File: src/rtl/instr_fetch_pkg.sv
// Shared definitions for the instruction fetch unit: state codes,
// instruction field layout and small decode helpers.
package instr_fetch_pkg;

    localparam int INSTR_W = 16;

    typedef logic [2:0] state_t;

    localparam state_t S_IDLE  = 3'd0;
    localparam state_t S_FETCH = 3'd1;
    localparam state_t S_ISSUE = 3'd2;
    localparam state_t S_WAIT  = 3'd3;
    localparam state_t S_DONE  = 3'd4;
    localparam state_t S_ERR   = 3'd5;

    localparam logic [3:0] HALT_OP_DEFAULT = 4'hF;

    localparam int OP_HI  = 15;
    localparam int OP_LO  = 12;
    localparam int OPA_HI = 11;
    localparam int OPA_LO = 8;
    localparam int OPB_HI = 7;
    localparam int OPB_LO = 4;
    localparam int OPC_HI = 3;
    localparam int OPC_LO = 0;

    function automatic logic [3:0] opcode_of(input logic [INSTR_W-1:0] instr);
        return instr[OP_HI:OP_LO];
    endfunction

    // The sequencer owns the processor handshake in these states.
    function automatic logic is_busy(input state_t s);
        logic b;
        case (s)
            S_FETCH, S_ISSUE, S_WAIT: b = 1'b1;
            default:                  b = 1'b0;
        endcase
        return b;
    endfunction

endpackage

File: src/rtl/instr_fetch_unit_mem.sv
// Program store: one synchronous write port, one combinational
// read port; a same-cycle write to the read address is forwarded.
module instr_mem
    import instr_fetch_pkg::*;
#(
    parameter int DEPTH = 16,
    parameter int AW    = 4
) (
    input  logic               CLK,
    input  logic               we,
    input  logic [AW-1:0]      waddr,
    input  logic [INSTR_W-1:0] wdata,
    input  logic [AW-1:0]      raddr,
    output logic [INSTR_W-1:0] rdata
);

    logic [INSTR_W-1:0] mem_r [DEPTH];

    // Write port; contents are deliberately left unreset.
    always_ff @(posedge CLK) begin
        if (we) begin
            mem_r[waddr] <= wdata;
        end
    end

    // Write-first read port.
    always_comb begin
        if (we && (waddr == raddr)) begin
            rdata = wdata;
        end else begin
            rdata = mem_r[raddr];
        end
    end

endmodule

File: src/rtl/instr_fetch_unit.sv
// Program sequencer: steps through the instruction memory and runs the
// START/RDY handshake with the downstream processor for each word.
module instr_fetch_unit
    import instr_fetch_pkg::*;
#(
    parameter int         DEPTH   = 16,
    parameter int         AW      = 4,
    parameter int         TIMEOUT = 15,
    parameter logic [3:0] HALT_OP = HALT_OP_DEFAULT
) (
    input  logic               CLK,
    input  logic               RST,
    input  logic               run,
    input  logic               load_en,
    input  logic [AW-1:0]      load_addr,
    input  logic [INSTR_W-1:0] load_data,
    input  logic               RDY,
    output logic [INSTR_W-1:0] Instr,
    output logic               START,
    output logic [AW-1:0]      pc,
    output logic               busy,
    output logic               done,
    output logic               err
);

    localparam int CW = (TIMEOUT < 1) ? 1 : $clog2(TIMEOUT + 1);
    localparam logic [CW-1:0] CNT_MAX  = CW'(TIMEOUT);
    localparam logic [CW-1:0] CNT_ZERO = {CW{1'b0}};
    localparam logic [CW-1:0] CNT_ONE  = {{(CW-1){1'b0}}, 1'b1};
    localparam logic [AW-1:0] PC_LAST  = AW'(DEPTH - 1);
    localparam logic [AW-1:0] PC_ZERO  = {AW{1'b0}};
    localparam logic [AW-1:0] PC_ONE   = {{(AW-1){1'b0}}, 1'b1};

    state_t               state_r;
    state_t               state_n;
    logic [INSTR_W-1:0]   instr_r;
    logic                 start_r;
    logic [AW-1:0]        pc_r;
    logic                 busy_r;
    logic                 done_r;
    logic                 err_r;
    logic [CW-1:0]        cnt_r;

    logic [INSTR_W-1:0]   mem_rdata_s;
    logic                 mem_we_s;
    logic                 halt_s;
    logic                 cnt_last_s;
    logic                 pc_last_s;

    assign mem_we_s   = load_en & ~busy_r;
    assign halt_s     = (opcode_of(mem_rdata_s) == HALT_OP);
    assign cnt_last_s = (cnt_r == CNT_MAX);
    assign pc_last_s  = (pc_r == PC_LAST);

    instr_mem #(
        .DEPTH (DEPTH),
        .AW    (AW)
    ) u_mem (
        .CLK   (CLK),
        .we    (mem_we_s),
        .waddr (load_addr),
        .wdata (load_data),
        .raddr (pc_r),
        .rdata (mem_rdata_s)
    );

    // Next-state decode; FETCH never issues while the processor is busy.
    always_comb begin
        state_n = state_r;
        case (state_r)
            S_IDLE, S_DONE, S_ERR: begin
                if (run) state_n = S_FETCH;
                else     state_n = state_r;
            end
            S_FETCH: begin
                if (!RDY)        state_n = S_FETCH;
                else if (halt_s) state_n = S_DONE;
                else             state_n = S_ISSUE;
            end
            S_ISSUE: begin
                if (!RDY)            state_n = S_WAIT;
                else if (cnt_last_s) state_n = S_ERR;
                else                 state_n = S_ISSUE;
            end
            S_WAIT: begin
                if (!RDY)           state_n = S_WAIT;
                else if (pc_last_s) state_n = S_DONE;
                else                state_n = S_FETCH;
            end
            default: state_n = S_IDLE;
        endcase
    end

    // State register and its registered busy decode.
    always_ff @(posedge CLK or negedge RST) begin
        if (!RST) begin
            state_r <= S_IDLE;
            busy_r  <= 1'b0;
        end else begin
            state_r <= state_n;
            busy_r  <= is_busy(state_n);
        end
    end

    // Datapath: pc, issued word, handshake request, timeout and status flags.
    always_ff @(posedge CLK or negedge RST) begin
        if (!RST) begin
            instr_r <= {INSTR_W{1'b0}};
            start_r <= 1'b0;
            pc_r    <= PC_ZERO;
            done_r  <= 1'b0;
            err_r   <= 1'b0;
            cnt_r   <= CNT_ZERO;
        end else begin
            case (state_r)
                S_IDLE, S_DONE, S_ERR: begin
                    if (run) begin
                        pc_r   <= PC_ZERO;
                        done_r <= 1'b0;
                        err_r  <= 1'b0;
                    end
                end
                S_FETCH: begin
                    if (RDY) begin
                        if (halt_s) begin
                            done_r <= 1'b1;
                        end else begin
                            instr_r <= mem_rdata_s;
                            start_r <= 1'b1;
                            cnt_r   <= CNT_ZERO;
                        end
                    end
                end
                S_ISSUE: begin
                    if (!RDY) begin
                        start_r <= 1'b0;
                    end else if (cnt_last_s) begin
                        start_r <= 1'b0;
                        err_r   <= 1'b1;
                    end else begin
                        cnt_r <= cnt_r + CNT_ONE;
                    end
                end
                S_WAIT: begin
                    // The last word ends the program without wrapping pc.
                    if (RDY) begin
                        if (pc_last_s) done_r <= 1'b1;
                        else           pc_r   <= pc_r + PC_ONE;
                    end
                end
                default: begin
                    start_r <= 1'b0;
                end
            endcase
        end
    end

    assign Instr = instr_r;
    assign START = start_r;
    assign pc    = pc_r;
    assign busy  = busy_r;
    assign done  = done_r;
    assign err   = err_r;

endmodule

File: config.mk
export PLATFORM = sky130hd
export DESIGN_NAME = instr_fetch_unit
export DESIGN_NICKNAME = d
export VERILOG_FILES = /design/src/rtl/instr_fetch_pkg.sv /design/src/rtl/instr_fetch_unit_mem.sv /design/src/rtl/instr_fetch_unit.sv
export SDC_FILE = /design/constraint.sdc
export NUM_CORES = 1
export LEC_CHECK = 0
export ABC_AREA = 1
export CORE_MARGIN = 2
export CORE_UTILIZATION = 45
export CTS_CLUSTER_DIAMETER = 80
export DETAILED_ROUTE_END_ITERATION = 8
export HOLD_SLACK_MARGIN = 0.05
export MAX_ROUTING_LAYER = met4
export PLACE_DENSITY = 0.65
export SETUP_SLACK_MARGIN = 0.15
export SLEW_MARGIN = 5
export SYNTH_ARGS = -nofsm -noshare
export SYNTH_HDL_FRONTEND = slang
export SYNTH_SLANG_ARGS = --single-unit
File: constraint.sdc
create_clock -name CLK -period 4.3 [get_ports CLK]
set_input_delay 1.29 -clock CLK [delete_from_list [all_inputs] [get_ports CLK]]
set_output_delay 1.29 -clock CLK [all_outputs]
set_load 0.005 [all_outputs]
# == Word-level counts from Yosys, hierarchy flattened ==
# Memories as Yosys holds them, arrays and structs flattened.
# Cells that the tools add are included.
# word_totals
reg_bits,31
memories,1
in_bits,25
latchBits,0
ramBits,256
elab_cells,88
romBits,0
# memory_table
name,words,word_bits,read_ports,rd_clocked_by_memory_dff,write_ports,line,rtl
u_mem.mem_r,16,16,1,0,1,instr_fetch_unit_mem.sv:17,logic [INSTR_W-1:0] mem_r [DEPTH];
# classes
add_sub_neg,2
n_div,0
reduce_logical,15
bitwise_logic,4
multipliers,0
magnitude_cmp,0
n_eq_ne,23
mux,35
shifts,0
# op_table
op,n
$mux 4,7
$mux 3,7
$ne 2x2->1 const B,10
$mux 16,1
$pmux 4 s2,2
$mux 1,14
$eq 3x2->1 const B,4
$eq 4x4->1 const B,3
$pmux 3 s4,1
$reduce_and 4->1,3
$add 4x1->4 const B,2
$eq 3x1->1 const B,2
$eq 3x3->1 const B,2
$pmux 1 s3,2
$reduce_and 6->1,1
$reduce_bool 2->1,3
$reduce_or 3->1,2
$reduce_and 5->1,1
$eq 4x4->1,1
$reduce_or 4->1,1
$logic_not 3->1,1
$ne 3x3->1 const B,1
$not 1->1,3
$reduce_and 3->1,1
other kinds (4),4

# == Logic depth before layout (Yosys ltp) ==
# depth
depth_word,11
depth_mapped,17
mapped_depth_nobuf,14

# == Hierarchy ==
# From an unflattened synthesis, not the netlist that was laid out.
# hier_totals
cells_unflattened,1326
hier_area_um2,13017.5
# modules_own_cells
mod,seq_area_each_um2,area_each_um2,cells_each,n_inst
instr_mem,7687.4,11458.5,1122,1
instr_fetch_unit,775.7,1559.0,204,1

# == Least setup slack after synthesis ==
# OpenSTA, ideal clock, no wires.
# synth_timing
path_kind,input to register
start,input load_en
end,"register instr_r[10], in the netlist Instr[10]"
path_stages,13
required_ps,4179
setup_slack_ps,1615
arrival_ps,2564
path_cell_list,nand2_1 > inv_1 > o21ai_0 > nor2_1 > nand3_2 > or2_1 > nand2_2 > nor2_4 > nand2_4 > nand2_8 > buf_8 > nand2_2 > o21ai_2
# synth_between
elab_chain_len,6
# synth_rtl
item,line,rtl
from (decl),instr_fetch_unit.sv:14,"input logic load_en,"
$and 1x1->1 (*),instr_fetch_unit.sv:50,assign mem_we_s = load_en & ~busy_r;
$logic_and 1x1->1 (*),instr_fetch_unit_mem.sv:28,if (we && (waddr == raddr)) begin
$mux 16 (*),instr_fetch_unit_mem.sv:28,
$eq 4x4->1,instr_fetch_unit.sv:51,assign halt_s = (opcode_of(mem_rdata_s) == HALT_OP);
$not 1->1 (no source line),n/a,
$reduce_and 3->1 (no source line),n/a,
to (signal assigned),instr_fetch_unit.sv:108,instr_r <= {INSTR_W{1'b0}};
to (signal assigned),instr_fetch_unit.sv:128,instr_r <= mem_rdata_s;
to (decl),instr_fetch_unit.sv:36,logic [INSTR_W-1:0] instr_r;
# Mark *: on every way between the ends. The rest lies on a longest branch, timed or not.
# A chain may end at the register's enable or synchronous reset.

# == Worst setup path in the final report ==
# layout_timing
start,"register pc_r[2], in the netlist pc[2]"
end,output pc[2]
# layout_rtl
item,line,rtl
from (decl),instr_fetch_unit.sv:38,logic [AW-1:0] pc_r;
from (signal assigned),instr_fetch_unit.sv:148,else pc_r <= pc_r + PC_ONE;
to (decl),instr_fetch_unit.sv:20,"output logic [AW-1:0] pc,"
# No word-level cell between the ends.

==> metrics.txt <==
Non-Filler Instances 1400; post-synth cell types 38; GPL Wtd Cong 0.8118; CP endpoint kind output pin; Hold Path Stages 2; Gate Count Post-Synth 987; CTS sink count roughly 290; Area growth syn-to-layout 15.50%; register area share after synthesis between 70% and 80%; Final setup viols 0; VDD IR max 0.0004036 V; Placed Cells about 1300; initial core utilization between 40% and 50%; Fin. Hold Viols 0; clock tree root driver cell clkbuf_16; Clk pin slew, worst setup/hold paths approximately 60 ps; crit-path max FO 12; Switch Pwr between 2 and 2.5 mW; P_int roughly 5.4 mW; type of origin of the critical path flop; Slew HR 47.22%; combinational group share of total power 25.4%; n_diodes 0; Final Cell Area 13760 sq um; Reg2Reg Capture Point Instr[2]; Switching Fraction between 30% and 40%; Top FF cell, synth edfxtp_1; initial antenna violation count 0; row cnt 59; Max Clock Skew 15.38 ps; Worst Reg-to-Reg Cells 8; Slew Viols, Final 0; fin util a little over half; CTS buffer count 30; Largest stage delay, worst path 740 ps; Hold Path Sink Instr[0]; Net Count, Synth 1014; HP Start Instr[0]; post-route setup TNS 0 ps; highest clock rate 312.9 MHz; DR iter-0 viols between 800 and 900; die area ~28000 sq um; IO buf count 48; Worst Max-Slew Pin Slew 790.6 ps; first-pass GRT wire length between 40000 and 50000 um; post-synth top area share between 60% and 70%; number of synthesized flops with an enable pin 256; Final #Nets 1068; Final period util 74.31%; Reg2Reg Launch Point pc[0]; total track usage 21.06%; number of nets with antenna violations after routing 0; Routed wire per std cell 20.38 um; LEAKAGE 4.897 nW; sum of buffers and inverters on the critical path 1; Synth Warn # 0; Chip Width 166.7 um; clock network fraction of design power approximately a third; clk_lat worst skew 560 ps; Power Dens Cells 570.9 nW/um^2; vias in the first global route approximately 7600; PostCTS Resize Cnt 0; Routed WL between 20000 and 30000 um; core area 26060 sq um; Synth Cell Area around 12000 sq um; DP HPWL 16420 um; crit path kind reg -> out; Vias 7931; Worst R2R Setup Slack 1260 ps; postcts setup bufs 0; Overflow after GRT 0; DRT Pass-1 Iters 5; Critical-path top delay cell dfrtp_1; Post-CTS Hold Buffers 0; CTS tree built; Worst path top cell family by delay flip-flops; largest net degree at the start of global routing between 60 and 70; Via density 5.665; htree depth 1; CP cell instances clkdlybuf4s50_1; Max-Cap Viols 0; Avg Inst Size Synth 12.07 sq um; Seq pwr share 42.5%; leading area contributor after synthesis edfxtp_1; Clock Path Buffers 3; dpl cell area 12780 sq um; Synth area leaders edfxtp_1 65%, dfrtp_1 6.5%, nor2_1 4.9%; crit path DAT ~1900 ps; most common cell in the netlist edfxtp_1; Ports between 40 and 50; minimum clock period ~3200 ps; status completed; Remaining DRCs 0; Hold WC Path Type reg -> reg; die extent in y between 150 and 200 um; RSZ-0062 raised after global routing no; Synth top cells by count 256 x edfxtp_1, 154 x nor2_1, 135 x nand2_1, 110 x o21ai_0, 48 x nand3_1; Synth Register Bits roughly 290; FFs w/ async S/R, synth 10.80%; CP required 3010 ps; layout cells sized above 1 12.96%
## worst min-delay path, stage by stage, from the launching register on
cell and delay [ps]:
dfrtp_1 340, nand2_1 60, nand2_1 50
## logic make-up after synthesis
logic type,share of synthesized area [%]
simple gates,13.12
flops,71.05
compound gates,11.27
buf+inv,4.128
xor+xnor,0.2206
fa+ha+maj,0.2101
## through the flow
step	total power, mW	hold slack, ps	setup WS, ps
final	7.855	485.7	1105
after global routing	8.241	513.9	1029
after CTS	7.899	487.5	1075
after detailed placement	5.375	471.2	925.2
after global placement	5.350	472.4	959.2
after floorplan	4.698	472.4	1615
## worst max path at each step
stage | from | end | slack, ps | cells past startpoint
final | pc[2] | pc[2] | 1100 | 1
after global routing | pc[2] | pc[2] | 1030 | 1
after CTS | pc[2] | pc[2] | 1070 | 1
after detailed placement | load_en | Instr[11] | 930 | 14
after global placement | load_en | Instr[0] | 960 | 14
after floorplan | load_en | Instr[10] | 1610 | 13
## flip-flops by register name, summed over array words and instances (netlist names)
register	cells
cnt_r	4
START	1
u_mem.mem_r	256
busy	1
err	1
Instr	16
pc	4
state_r	3
done	1
## cell usage in the layout (no fill, tap or decap), types with 15 or more instances in the layout
cell type | Yosys | layout
buf_4 | 3 | 32
inv_1 | 45 | 44
o21ai_0 | 110 | 110
clkdlybuf4s50_1 | 0 | 47
nand3_1 | 48 | 48
o22ai_1 | 25 | 25
o211ai_1 | 24 | 24
clkbuf_16 | 0 | 30
dfrtp_1 | 31 | 29
nand2_2 | 15 | 15
nand2_1 | 135 | 135
edfxtp_1 | 256 | 256
o221ai_1 | 24 | 24
nor2_2 | 1 | 17
nor2_1 | 154 | 138
## cell type report
class | instances | area, sq um
Fill cell | 2186 | 12300
Tap cell | 335 | 419.2
Inverter | 48 | 181.4
Clock inverter | 24 | 209.0
Multi-Input combinational cell | 594 | 2997
Clock buffer | 32 | 768.2
Sequential cell | 287 | 8468
Timing Repair Buffer | 80 | 715.7
## power groups by stage
stage                     logic (mW)  clock network, mW  registers (mW)
after detailed placement        1.98                  0            3.40
after global routing            2.21               2.68            3.35
after CTS                       1.99               2.57            3.34
after global placement          1.96                  0            3.39
after floorplan                 1.38                  0            3.32
final                           2.00               2.52            3.34
## routing by layer
metal | vias to the layer above | wire length [um] | track usage [%] | part of all wire [%]
met3 | 61 | 2093 | 2.971 | 7.3
met2 | 330 | 13470 | 33.26 | 47
li1 | 3646 | - | - | -
met4 | 0 | 721 | 5.885 | 2.5
met1 | 3894 | 12250 | 28.89 | 43
met5 | - | 0 | - | 0
Note: power is estimated with default switching activity, not from simulation.
